==> src/rtl/miner_pkg.sv <==
// Shared types for the miner top level.
//   miner_status_t : externally visible dispatcher status code
//   disp_state_t   : internal nonce_dispatcher FSM state
//   NONCE_W_DEFAULT: default nonce width
package miner_pkg;

  localparam int unsigned NONCE_W_DEFAULT = 32;

  typedef enum logic [1:0] {
    ST_IDLE      = 2'd0,
    ST_RUN       = 2'd1,
    ST_EXHAUSTED = 2'd2,
    ST_FOUND     = 2'd3
  } miner_status_t;

  typedef enum logic [2:0] {
    DS_IDLE,
    DS_RUN,
    DS_DRAIN,
    DS_FOUND,
    DS_EXHAUSTED
  } disp_state_t;

  function automatic miner_status_t status_of(input disp_state_t s);
    miner_status_t r;
    case (s)
      DS_RUN, DS_DRAIN: r = ST_RUN;
      DS_FOUND:         r = ST_FOUND;
      DS_EXHAUSTED:     r = ST_EXHAUSTED;
      default:          r = ST_IDLE;
    endcase
    return r;
  endfunction

endpackage

==> src/rtl/rr_arbiter.sv <==
// Combinational round-robin picker.
//   req_mask : candidate cores (1 = eligible)
//   ptr      : index where the search starts
//   grant    : one-hot first eligible core at or after ptr (cyclic)
//   any      : at least one core eligible
module rr_arbiter #(
  parameter int unsigned N = 4
) (
  input  logic [N-1:0]         req_mask,
  input  logic [$clog2(N)-1:0] ptr,
  output logic [N-1:0]         grant,
  output logic                 any
);

  always_comb begin
    int unsigned idx;
    grant = '0;
    any   = 1'b0;
    idx   = 0;
    for (int unsigned k = 0; k < N; k++) begin
      idx = (32'(ptr) + k) % N;
      if (!any && req_mask[idx]) begin
        grant[idx] = 1'b1;
        any        = 1'b1;
      end
    end
  end

endmodule

==> src/rtl/nonce_dispatcher.sv <==
// Hands out contiguous nonce chunks to NUM_CORES hash cores in ascending
// order, collects hit reports and keeps the lowest winning nonce.
//   clk, rst        : clock, async active-high reset
//   start, abort    : control pulses from the register block
//   core_req        : one-hot job offer (registered)
//   job_nonce       : base nonce of the offered job (registered)
//   core_ack        : core accepts the offered job
//   core_done       : core finished its job; core_hit qualifies a hit
//   core_hit_nonce  : flat bus of per-core winning nonces
//   core_abort      : broadcast job cancel pulse
//   status          : 0 idle, 1 running, 2 exhausted, 3 found
//   found_nonce     : lowest winning nonce
module nonce_dispatcher
  import miner_pkg::*;
#(
  parameter int unsigned NUM_CORES = 4,
  parameter int unsigned NONCE_W   = NONCE_W_DEFAULT,
  parameter int unsigned CHUNK_W   = 8
) (
  input  logic                           clk,
  input  logic                           rst,
  input  logic                           start,
  input  logic                           abort,
  output logic [NUM_CORES-1:0]           core_req,
  output logic [NONCE_W-1:0]             job_nonce,
  input  logic [NUM_CORES-1:0]           core_ack,
  input  logic [NUM_CORES-1:0]           core_done,
  input  logic [NUM_CORES-1:0]           core_hit,
  input  logic [NUM_CORES*NONCE_W-1:0]   core_hit_nonce,
  output logic                           core_abort,
  output logic [1:0]                     status,
  output logic [NONCE_W-1:0]             found_nonce
);

  localparam int unsigned        PTR_W      = $clog2(NUM_CORES);
  localparam logic [NONCE_W-1:0] ONE        = NONCE_W'(1);
  localparam logic [NONCE_W-1:0] CHUNK_STEP = ONE << CHUNK_W;
  localparam logic [NONCE_W-1:0] LAST_BASE  = ~(CHUNK_STEP - ONE);

  disp_state_t          state, state_nxt;
  logic [NUM_CORES-1:0] outstanding, outstanding_nxt;
  logic [NONCE_W-1:0]   next_nonce, next_nonce_nxt;
  logic [PTR_W-1:0]     ptr, ptr_nxt;
  logic                 hit_valid, hit_valid_nxt;
  logic                 last_issued, last_issued_nxt;
  logic [NONCE_W-1:0]   found_nonce_nxt;
  logic [NUM_CORES-1:0] core_req_nxt;
  logic [NONCE_W-1:0]   job_nonce_nxt;
  logic                 core_abort_nxt;

  logic [NUM_CORES-1:0] ack_valid;
  logic [NUM_CORES-1:0] done_valid;
  logic [NUM_CORES-1:0] hit_bits;
  logic [PTR_W-1:0]     ack_ptr;
  logic                 hit_any;
  logic [NONCE_W-1:0]   hit_min;
  logic [NUM_CORES-1:0] free_mask;
  logic [NUM_CORES-1:0] arb_grant;
  logic                 arb_any;

  // Acks only count against a live offer; dones only for jobs we handed out.
  assign ack_valid  = core_ack & core_req;
  assign done_valid = core_done & outstanding;
  assign hit_bits   = done_valid & core_hit;
  assign free_mask  = ~outstanding_nxt;

  // Pointer advances to the core after the one holding the offer.
  always_comb begin
    ack_ptr = '0;
    for (int unsigned i = 0; i < NUM_CORES; i++) begin
      if (core_req[i]) ack_ptr = PTR_W'((i + 1) % NUM_CORES);
    end
  end

  // Minimum over all same-cycle hits.
  always_comb begin
    hit_any = 1'b0;
    hit_min = '1;
    for (int unsigned i = 0; i < NUM_CORES; i++) begin
      if (hit_bits[i] && (!hit_any || core_hit_nonce[i*NONCE_W +: NONCE_W] < hit_min)) begin
        hit_min = core_hit_nonce[i*NONCE_W +: NONCE_W];
        hit_any = 1'b1;
      end
    end
  end

  rr_arbiter #(.N(NUM_CORES)) u_arb (
    .req_mask (free_mask),
    .ptr      (ptr_nxt),
    .grant    (arb_grant),
    .any      (arb_any)
  );

  always_comb begin
    state_nxt       = state;
    outstanding_nxt = outstanding;
    next_nonce_nxt  = next_nonce;
    ptr_nxt         = ptr;
    hit_valid_nxt   = hit_valid;
    last_issued_nxt = last_issued;
    found_nonce_nxt = found_nonce;
    core_abort_nxt  = 1'b0;

    case (state)
      DS_IDLE, DS_FOUND, DS_EXHAUSTED: begin
        if (start && !abort) begin
          state_nxt       = DS_RUN;
          outstanding_nxt = '0;
          next_nonce_nxt  = '0;
          found_nonce_nxt = '0;
          ptr_nxt         = '0;
          hit_valid_nxt   = 1'b0;
          last_issued_nxt = 1'b0;
        end
      end
      DS_RUN, DS_DRAIN: begin
        if (abort) begin
          core_abort_nxt  = 1'b1;
          outstanding_nxt = '0;
          state_nxt       = DS_IDLE;
        end else begin
          outstanding_nxt = (outstanding & ~done_valid) | ack_valid;
          if (|ack_valid) begin
            next_nonce_nxt = next_nonce + CHUNK_STEP;
            ptr_nxt        = ack_ptr;
            if (job_nonce == LAST_BASE) begin
              last_issued_nxt = 1'b1;
              state_nxt       = DS_DRAIN;
            end
          end
          if (hit_any) begin
            hit_valid_nxt = 1'b1;
            if (!hit_valid || hit_min < found_nonce) found_nonce_nxt = hit_min;
            state_nxt = DS_DRAIN;
          end
          // DRAIN is only entered on a hit or on wrap, so no hit means wrap.
          if (state == DS_DRAIN && outstanding == '0) begin
            state_nxt = hit_valid ? DS_FOUND : DS_EXHAUSTED;
          end
        end
      end
      default: state_nxt = DS_IDLE;
    endcase
  end

  // Offer register: an unacked offer is held; otherwise a fresh pick is made
  // from the post-update mask/pointer so an ack yields the next offer at once.
  always_comb begin
    core_req_nxt  = '0;
    job_nonce_nxt = next_nonce_nxt;
    if (state == DS_RUN && state_nxt == DS_RUN) begin
      if (core_req != '0 && ack_valid == '0) begin
        core_req_nxt = core_req;
      end else if (arb_any) begin
        core_req_nxt = arb_grant;
      end
    end
  end

  always_ff @(posedge clk or posedge rst) begin
    if (rst) begin
      state       <= DS_IDLE;
      outstanding <= '0;
      next_nonce  <= '0;
      ptr         <= '0;
      hit_valid   <= 1'b0;
      last_issued <= 1'b0;
      found_nonce <= '0;
      core_req    <= '0;
      job_nonce   <= '0;
      core_abort  <= 1'b0;
      status      <= ST_IDLE;
    end else begin
      state       <= state_nxt;
      outstanding <= outstanding_nxt;
      next_nonce  <= next_nonce_nxt;
      ptr         <= ptr_nxt;
      hit_valid   <= hit_valid_nxt;
      last_issued <= last_issued_nxt;
      found_nonce <= found_nonce_nxt;
      core_req    <= core_req_nxt;
      job_nonce   <= job_nonce_nxt;
      core_abort  <= core_abort_nxt;
      status      <= status_of(state_nxt);
    end
  end

endmodule

==> config.mk <==
export PLATFORM = sky130hd
export DESIGN_NAME = nonce_dispatcher
export DESIGN_NICKNAME = d
export VERILOG_FILES = /design/src/rtl/miner_pkg.sv /design/src/rtl/rr_arbiter.sv /design/src/rtl/nonce_dispatcher.sv
export SDC_FILE = /design/constraint.sdc
export NUM_CORES = 1
export LEC_CHECK = 0
export BUFFER_PORTS_ARGS = -buffer_cell sky130_fd_sc_hd__buf_4
export CAP_MARGIN = 20
export CELL_PAD_IN_SITES_DETAIL_PLACEMENT = 2
export CELL_PAD_IN_SITES_GLOBAL_PLACEMENT = 2
export CORE_MARGIN = 2
export CORE_UTILIZATION = 29
export CTS_BUF_LIST = sky130_fd_sc_hd__clkbuf_4
export DETAILED_ROUTE_END_ITERATION = 6
export PLACE_DENSITY = 0.85
export SLEW_MARGIN = 40
export SYNTH_ARGS = -nofsm -noshare
export SYNTH_HDL_FRONTEND = slang
export SYNTH_SLANG_ARGS = --single-unit
==> constraint.sdc <==
create_clock -name clk -period 8.9 [get_ports clk]
set_clock_uncertainty 0.15 [all_clocks]
set_input_delay 2.67 -clock clk [delete_from_list [all_inputs] [get_ports clk]]
set_output_delay 2.67 -clock clk [all_outputs]
set_load 0.05 [all_outputs]
==> qor.csv, run 1 <==
stage,metric,value,unit
detailed_routing,dr.pass1.iters,4,
die,rows,62,
power_and_ir_drop,powerDensity,82.4,nW/µm²
placement,dp_hpwl,33600,µm
logic_synthesis,synthAdderAreaFrac,19.5,%
logic_synthesis,avgSynthCellArea,8.25,µm²
logic_synthesis,muxShareOfSynthArea,9.12,%
detailed_routing,via_count,10600,
logic_synthesis,synth_simple_gate_area_share,19.2,%
clock_network,cts_buffers,9,
global_route,antenna_found_initial,1,
die,die_h,175,µm
clock_network,cts_tree,yes,
logic_synthesis,synthXorXnorAreaFrac,2.17,%
logic_synthesis,ys_types,60,
clock_network,clock-sinks,73,
timing,final.setup.tns,-120580,ps
timing,whs,440,ps
detailed_routing,ant_nets,0,
global_route,grt_max_degree,74,
placement,dp_cells,1730,
critical_path,cpMostUsedCell,buf_12,
job,cap_violations,0,
logic_synthesis,seq_area_frac_synth,21.6,%
status,status,"complete, but fails checks",
logic_synthesis,ys_ff_latch,73,
layout,area_growth,59.7,%
placement,gp_congestion,0.886,
timing,fin_crit,12780,ps
global_route,grtUsageTotal,30.3,%
detailed_routing,drc,0,
global_route,grt_pass1_wl,70900,µm
critical_path,critPathLaunchType,input pin,
critical_path,cp-end-kind,flop,
timing,fmax,78.3,MHz
timing,layout_setup_ws,-3880,ps
logic_synthesis,synth_top_family_by_area,compound AO/OA/AOI/OAI gates,
critical_path,crit_fanout,16,
detailed_routing,initialDrtViolationCount,604,
die,ioPinCount,215,
clock_network,cts-root-buf,clkbuf_4,
die,fp.coreArea,28700,µm²
clock_network,clkSlewWorstSetupHoldPaths,160,ps
placement,port_buffers,206,
logic_synthesis,synth_compound_area_share,20.5,%
clock_network,clock_latency,510,ps
layout,postLayoutCoreUtil,47.1,%
timing,slew_violations,0,
detailed_routing,post_drt_wl_per_cell,32.0,µm
timing,worst_pin_slew,808,ps
layout,layout-drive-gt1-share,47.9,%
die,fp.dieW,175,µm
power_and_ir_drop,leakagePower,6.58,nW
timing,setup_viol,32,
critical_path,critPathArrivalTime,13020,ps
min_path,hold_path.class,flop to flop,
critical_path,cp.required,9140,ps
power_and_ir_drop,finalPower,1.11,mW
power_and_ir_drop,vdd_drop_max,0.0000730,V
logic_synthesis,postSynthCellCount,1026,
global_route,gr-total-overflow,0,
global_route,grt_pass1_vias,11600,
critical_path,crit_buf_inv,11,
logic_synthesis,synth_ff_type,dfrtp_1,
critical_path,cp_top_family,compound AO/OA/AOI/OAI gates,
layout,layout.cells.non_filler,1802,
die,initial_core_util,29.5,%
layout,fin_nets,1688,
clock_network,cts_max_path_buffers,2,
logic_synthesis,synth_edf_count,0,
clock_network,holdBufCountCts,0,
die,die_area,30600,µm²
layout,final_cell_mix,"374 x buf_4, 116 x inv_1, 103 x nor2_1, 99 x ha_1, 73 x dfrtp_1",
timing,period_share,144,%
logic_synthesis,synthesis.area,8460,µm²
critical_path,crit_type,input pin to flop,
status,failed_checks,setup timing,
critical_path,crit_path_max_incr_delay,500,ps
clock_network,cts-htree-levels,3,
detailed_routing,viasPerCell,5.89,
detailed_routing,drt_wl_total,57700,µm
timing,rsz0062_at_grt,true,
logic_synthesis,async_reset_ff_share,100,%
logic_synthesis,yosysWarnings,0,
timing,hold_viol_final,0,
layout,layout_commonest_cell,buf_4,
timing,max-slew-margin-rel,46.1,%
critical_path,cpMaxStageDelayCell,nor4_4,
-- power by group --
group          leakage (nW)  total [mW]  switching, mW  internal, mW
sequential            0.995       0.389         0.0338         0.355
combinational          5.51       0.495          0.311         0.184
clock                0.0745       0.230          0.147        0.0828
-- flip-flops by register name, indices dropped and copies added (netlist names) --
signal and count:
ptr 2, outstanding 4, next_nonce 24, hit_valid 1
core_abort 1, found_nonce 32, status 2, core_req 4
state 3
-- Yosys cell counts (all sizes together), types with 2 or more instances --
library cell  count  share of area [%]
o21a              8               0.71
nand3            28                1.7
nor2            150                6.7
mux2i             4               0.47
or2               5               0.37
a211oi           10               0.89
and4              4               0.41
a311oi            3               0.38
a22o              4               0.41
mux2             63                8.4
buf              20                1.6
and3             12               0.89
nor4              6               0.44
a22oi             8               0.71
nand3b            3               0.27
inv             118                5.2
nand2            50                2.2
and2             33                2.4
or3               3               0.22
xnor2             4               0.41
xor2             17                1.8
a41oi             3               0.31
nand2b            5               0.37
nor2b             4               0.30
a21o              2               0.18
a31oi             6               0.44
ha              132                 20
nor3             14               0.83
o22ai             2               0.15
o21ai            72                4.3
o211ai            9               0.80
or4               2               0.22
o41ai            35                6.4
o221ai            6               0.62
dfrtp            73                 22
a211o             4               0.41
clkbuf           23                1.0
o2111ai           3               0.31
a21oi            43                2.5
nand4            24                1.8
-- metrics by stage --
step | setup slack, ps | cell area, µm²
2_1_floorplan | -1670 | 8900
3_3_place_gp | -2930 | 11800
3_5_place_dp | -3620 | 11800
4_1_cts | -2620 | 12100
5_1_grt | -3740 | 13500
6_report | -3880 | 13500
-- routing by layer --
metal	vias to the layer above	track usage [%]	wire [µm]
met5	-	0	0
met4	0	18.2	5060
met3	315	6.01	3640
met2	588	54.0	28100
met1	5287	33.1	20900
li1	4430	-	-
-- logic make-up after synthesis --
| kind of cell | Yosys count |
|---|---|
| other | 1 |
| AND/OR/NAND/NOR | 344 |
| adder cells (fa/ha/maj) | 132 |
| XOR/XNOR | 21 |
| AO/OA/AOI/OAI | 226 |
| multiplexers | 68 |
| flip-flops | 73 |
| buffers and inverters | 161 |
-- worst register-to-register path, delay by kind of cell (launching register included) --
family / cells / cell delay [ps]
muxes: 2 / 730
and+or+nand+nor: 13 / 3120
AOI/OAI and AO/OA: 15 / 3560
DFF: 1 / 490
adders and majority gates: 4 / 1230
buffers and inverters: 10 / 1650
-- path summary, 6_finish.rpt --
kind	startpoint	endpoint	slack (ps)	cells after the start
max	core_hit[0]	found_nonce[3]	-3880	45
min	next_nonce[8]	next_nonce[8]	440	1
max reg2reg	outstanding[0]	found_nonce[3]	-2140	44
min reg2reg	next_nonce[8]	next_nonce[8]	440	1
max in group asynchronous	rst	next_nonce[14]	5830	3
min in group asynchronous	rst	found_nonce[6]	2180	3
-- layout make-up --
class                      count  area, µm²
tap                          384        480
inverter                     118        443
timing repair buffer         411       3430
sequential                    73       1830
antenna                        1       2.50
fill                        3098      15200
clock inverter                 7       61.3
multi-input combinational    799       7190
clock buffer                   9       67.6
-- what timing repair did --
| action | CTS | global route |
|---|---|---|
| gates cloned | 1 | 11 |
| pin swaps | 9 | 67 |
| endpoints found under the setup margin | 32 | 32 |
| setup buffers | 10 | 33 |
| gates resized for setup | 27 | 196 |
Note: power is estimated with default switching activity, not from simulation.
==> run 2: changes to the inputs <==
Settings changed: BUFFER_PORTS_ARGS -buffer_cell sky130_fd_sc_hd__buf_4 to -buffer_cell sky130_fd_sc_hd__buf_2.
==> qor.csv, run 2 (synthesis results as in run 1) <==
stage,metric,value,unit,change
status,status,"complete, but fails checks",,unchanged
status,failed_checks,setup timing,,unchanged
die,initial_core_util,29.5,%,unchanged
global_route,grtUsageTotal,34.7,%,was 30.3%
die,rows,62,,unchanged
power_and_ir_drop,switching_power,0.536,mW,was 0.492 mW
layout,fill_cells,2996,,"was 3,098"
layout,fin_nets,1706,,"was 1,688"
layout,largest_reg_flops,32,,unchanged
critical_path,cp_top_family,simple AND/OR/NAND/NOR gates,,was compound AO/OA/AOI/OAI gates
critical_path,cpMostUsedCell,buf_12,,unchanged
placement,dp_cells,1743,,"was 1,730"
placement,dp_hpwl,33500,µm,"was 33,600 µm"
global_route,antenna_found_initial,11,,was 1
job,cap_violations,0,,unchanged
layout,layout.cells.non_filler,1826,,"was 1,802"
placement,gp_congestion,0.922,,was 0.886
min_path,hold_path.class,flop to flop,,unchanged
placement,port_buffers,206,,unchanged
critical_path,critPathLaunchType,input pin,,unchanged
detailed_routing,drc,0,,unchanged
critical_path,crit_buf_inv,12,,was 11
die,fp.dieW,175,µm,unchanged
power_and_ir_drop,p_clk_share,19.2,%,was 20.6%
critical_path,cp-end-kind,flop,,unchanged
detailed_routing,dr.pass1.iters,5,,was 4
detailed_routing,via_count,11300,,"was 10,600"
power_and_ir_drop,finalPower,1.13,mW,was 1.11 mW
timing,period_share,153,%,was 144%
die,ioPinCount,215,,unchanged
power_and_ir_drop,p_int,0.593,mW,was 0.622 mW
power_and_ir_drop,vdd_drop_max,0.0000524,V,was 0.0000730 V
global_route,grt_max_degree,74,,unchanged
clock_network,cts_tree,yes,,unchanged
clock_network,cts_buffers,9,,unchanged
critical_path,crit_type,input pin to flop,,unchanged
timing,max-slew-margin-rel,39.3,%,was 46.1%
placement,place_ws,-3540,ps,was -3620 ps
die,fp.coreArea,28700,µm²,unchanged
placement,post_dp_cell_area,11400,µm²,"was 11,800 µm²"
die,die_area,30600,µm²,unchanged
layout,largestRegisters,"found_nonce x32, next_nonce x24",,unchanged
timing,rsz0062_at_grt,true,,unchanged
power_and_ir_drop,combPwrFrac,45.6,%,was 44.5%
layout,seq_area,1830,µm²,unchanged
layout,postLayoutCoreUtil,48.3,%,was 47.1%
power_and_ir_drop,powerDensity,81.4,nW/µm²,was 82.4 nW/µm²
timing,worst_pin_slew,910,ps,was 808 ps
detailed_routing,initialDrtViolationCount,867,,was 604
power_and_ir_drop,power_frac_seq,35.1,%,was 34.9%
layout,area_growth,63.8,%,was 59.7%
clock_network,cts_max_path_buffers,2,,unchanged
timing,layout_setup_ws,-4730,ps,was -3880 ps
clock_network,cts-htree-levels,3,,unchanged
layout,top_register,found_nonce,,unchanged
layout,final_cell_mix,"204 x buf_2, 179 x buf_4, 116 x inv_1, 86 x ha_1, 84 x nor2_1",,"was 374 x buf_4, 116 x inv_1, 103 x nor2_1, 99 x ha_1, 73 x dfrtp_1"
clock_network,clock-sinks,73,,unchanged
clock_network,holdBufCountCts,0,,unchanged
global_route,gr-total-overflow,0,,unchanged
layout,multiInputGateArea,7720,µm²,was 7190 µm²
critical_path,cp.required,9160,ps,was 9140 ps
detailed_routing,drt_wl_total,65700,µm,"was 57,700 µm"
critical_path,cpMaxStageDelayCell,nor4_4,,unchanged
timing,fin_crit,13630,ps,"was 12,780 ps"
die,die_h,175,µm,unchanged
detailed_routing,post_drt_wl_per_cell,36.0,µm,was 32.0 µm
detailed_routing,ant_nets,0,,unchanged
detailed_routing,viasPerCell,6.20,,was 5.89
clock_network,cts-root-buf,clkbuf_4,,unchanged
layout,fin_area,13900,µm²,"was 13,500 µm²"
critical_path,crit_path_max_incr_delay,570,ps,was 500 ps
timing,fmax,73.4,MHz,was 78.3 MHz
critical_path,critPathArrivalTime,13890,ps,"was 13,020 ps"
power_and_ir_drop,leakagePower,6.71,nW,was 6.58 nW
global_route,grt_pass1_vias,12300,,"was 11,600"
clock_network,clkSlewWorstSetupHoldPaths,200,ps,was 160 ps
global_route,grt_pass1_wl,79400,µm,"was 70,900 µm"
timing,setup_viol,32,,unchanged
timing,hold_viol_final,0,,unchanged
layout,layout_commonest_cell,buf_2,,was buf_4
critical_path,crit_fanout,16,,unchanged
clock_network,clock_latency,550,ps,was 510 ps
timing,slew_violations,0,,unchanged
layout,layout-drive-gt1-share,52.4,%,was 47.9%
power_and_ir_drop,netSwitchingFraction,47.5,%,was 44.2%
run 2: worst min-delay path: cells and delay by family, from the launching register on:
kind               cells  cell delay, ps
DFF                    1             420
AOI/OAI and AO/OA      2             130
run 2: timing repair:
item | 4_1_cts | 5_1_grt
pin swaps | 33 | 66
gates cloned | 9 | 7
setup endpoints to repair | 32 | 32
gates resized for setup | 208 | 125
buffers inserted | 21 | 26
run 2: cell type report:
cell class                 count  area share (%)
antenna                        7           0.126
clock buffer                  11           0.596
tap                          384            3.47
timing repair buffer         429            23.5
clock inverter                 5           0.235
sequential                    73            13.2
inverter                     118            3.20
multi-input combinational    799            55.7
run 2: final timing paths:
| check | startpoint | to | slack (ps) | depth (start not counted) |
|---|---|---|---|---|
| setup / recovery | core_hit[0] | found_nonce[31] | -4730 | 46 |
| hold / removal | found_nonce[4] | found_nonce[4] | 420 | 2 |
| setup reg to reg | outstanding[0] | found_nonce[31] | -3070 | 45 |
| hold reg to reg | found_nonce[4] | found_nonce[4] | 420 | 2 |
| max in group asynchronous | rst | outstanding[2] | 5850 | 3 |
| min in group asynchronous | rst | found_nonce[0] | 2120 | 3 |
run 2: power by group through the flow:
| stage | Combinational (mW) | Sequential (mW) | Clock [mW] |
|---|---|---|---|
| 5_1_grt | 0.525 | 0.395 | 0.224 |
| 4_1_cts | 0.403 | 0.386 | 0.209 |
| 6_report | 0.515 | 0.396 | 0.217 |
| 3_3_place_gp | 0.344 | 0.386 | 0 |
| 3_5_place_dp | 0.369 | 0.388 | 0 |
| 2_1_floorplan | 0.141 | 0.458 | 0 |
run 2: metrics by stage:
stage	setup TNS, ps	hold slack [ps]
after global routing	-146190	440
after floorplan	-53040	358
after global placement	-84530	377
after CTS	-73490	409
final	-147680	422
after detailed placement	-110090	397
run 2: per-layer routing:
metal,GRT usage [%],vias up,part of all wire (%)
li1,-,4473,-
met1,35.0,5506,34
met2,62.8,841,47
met3,7.79,490,7.9
met4,25.2,6,11
met5,0,-,0.056
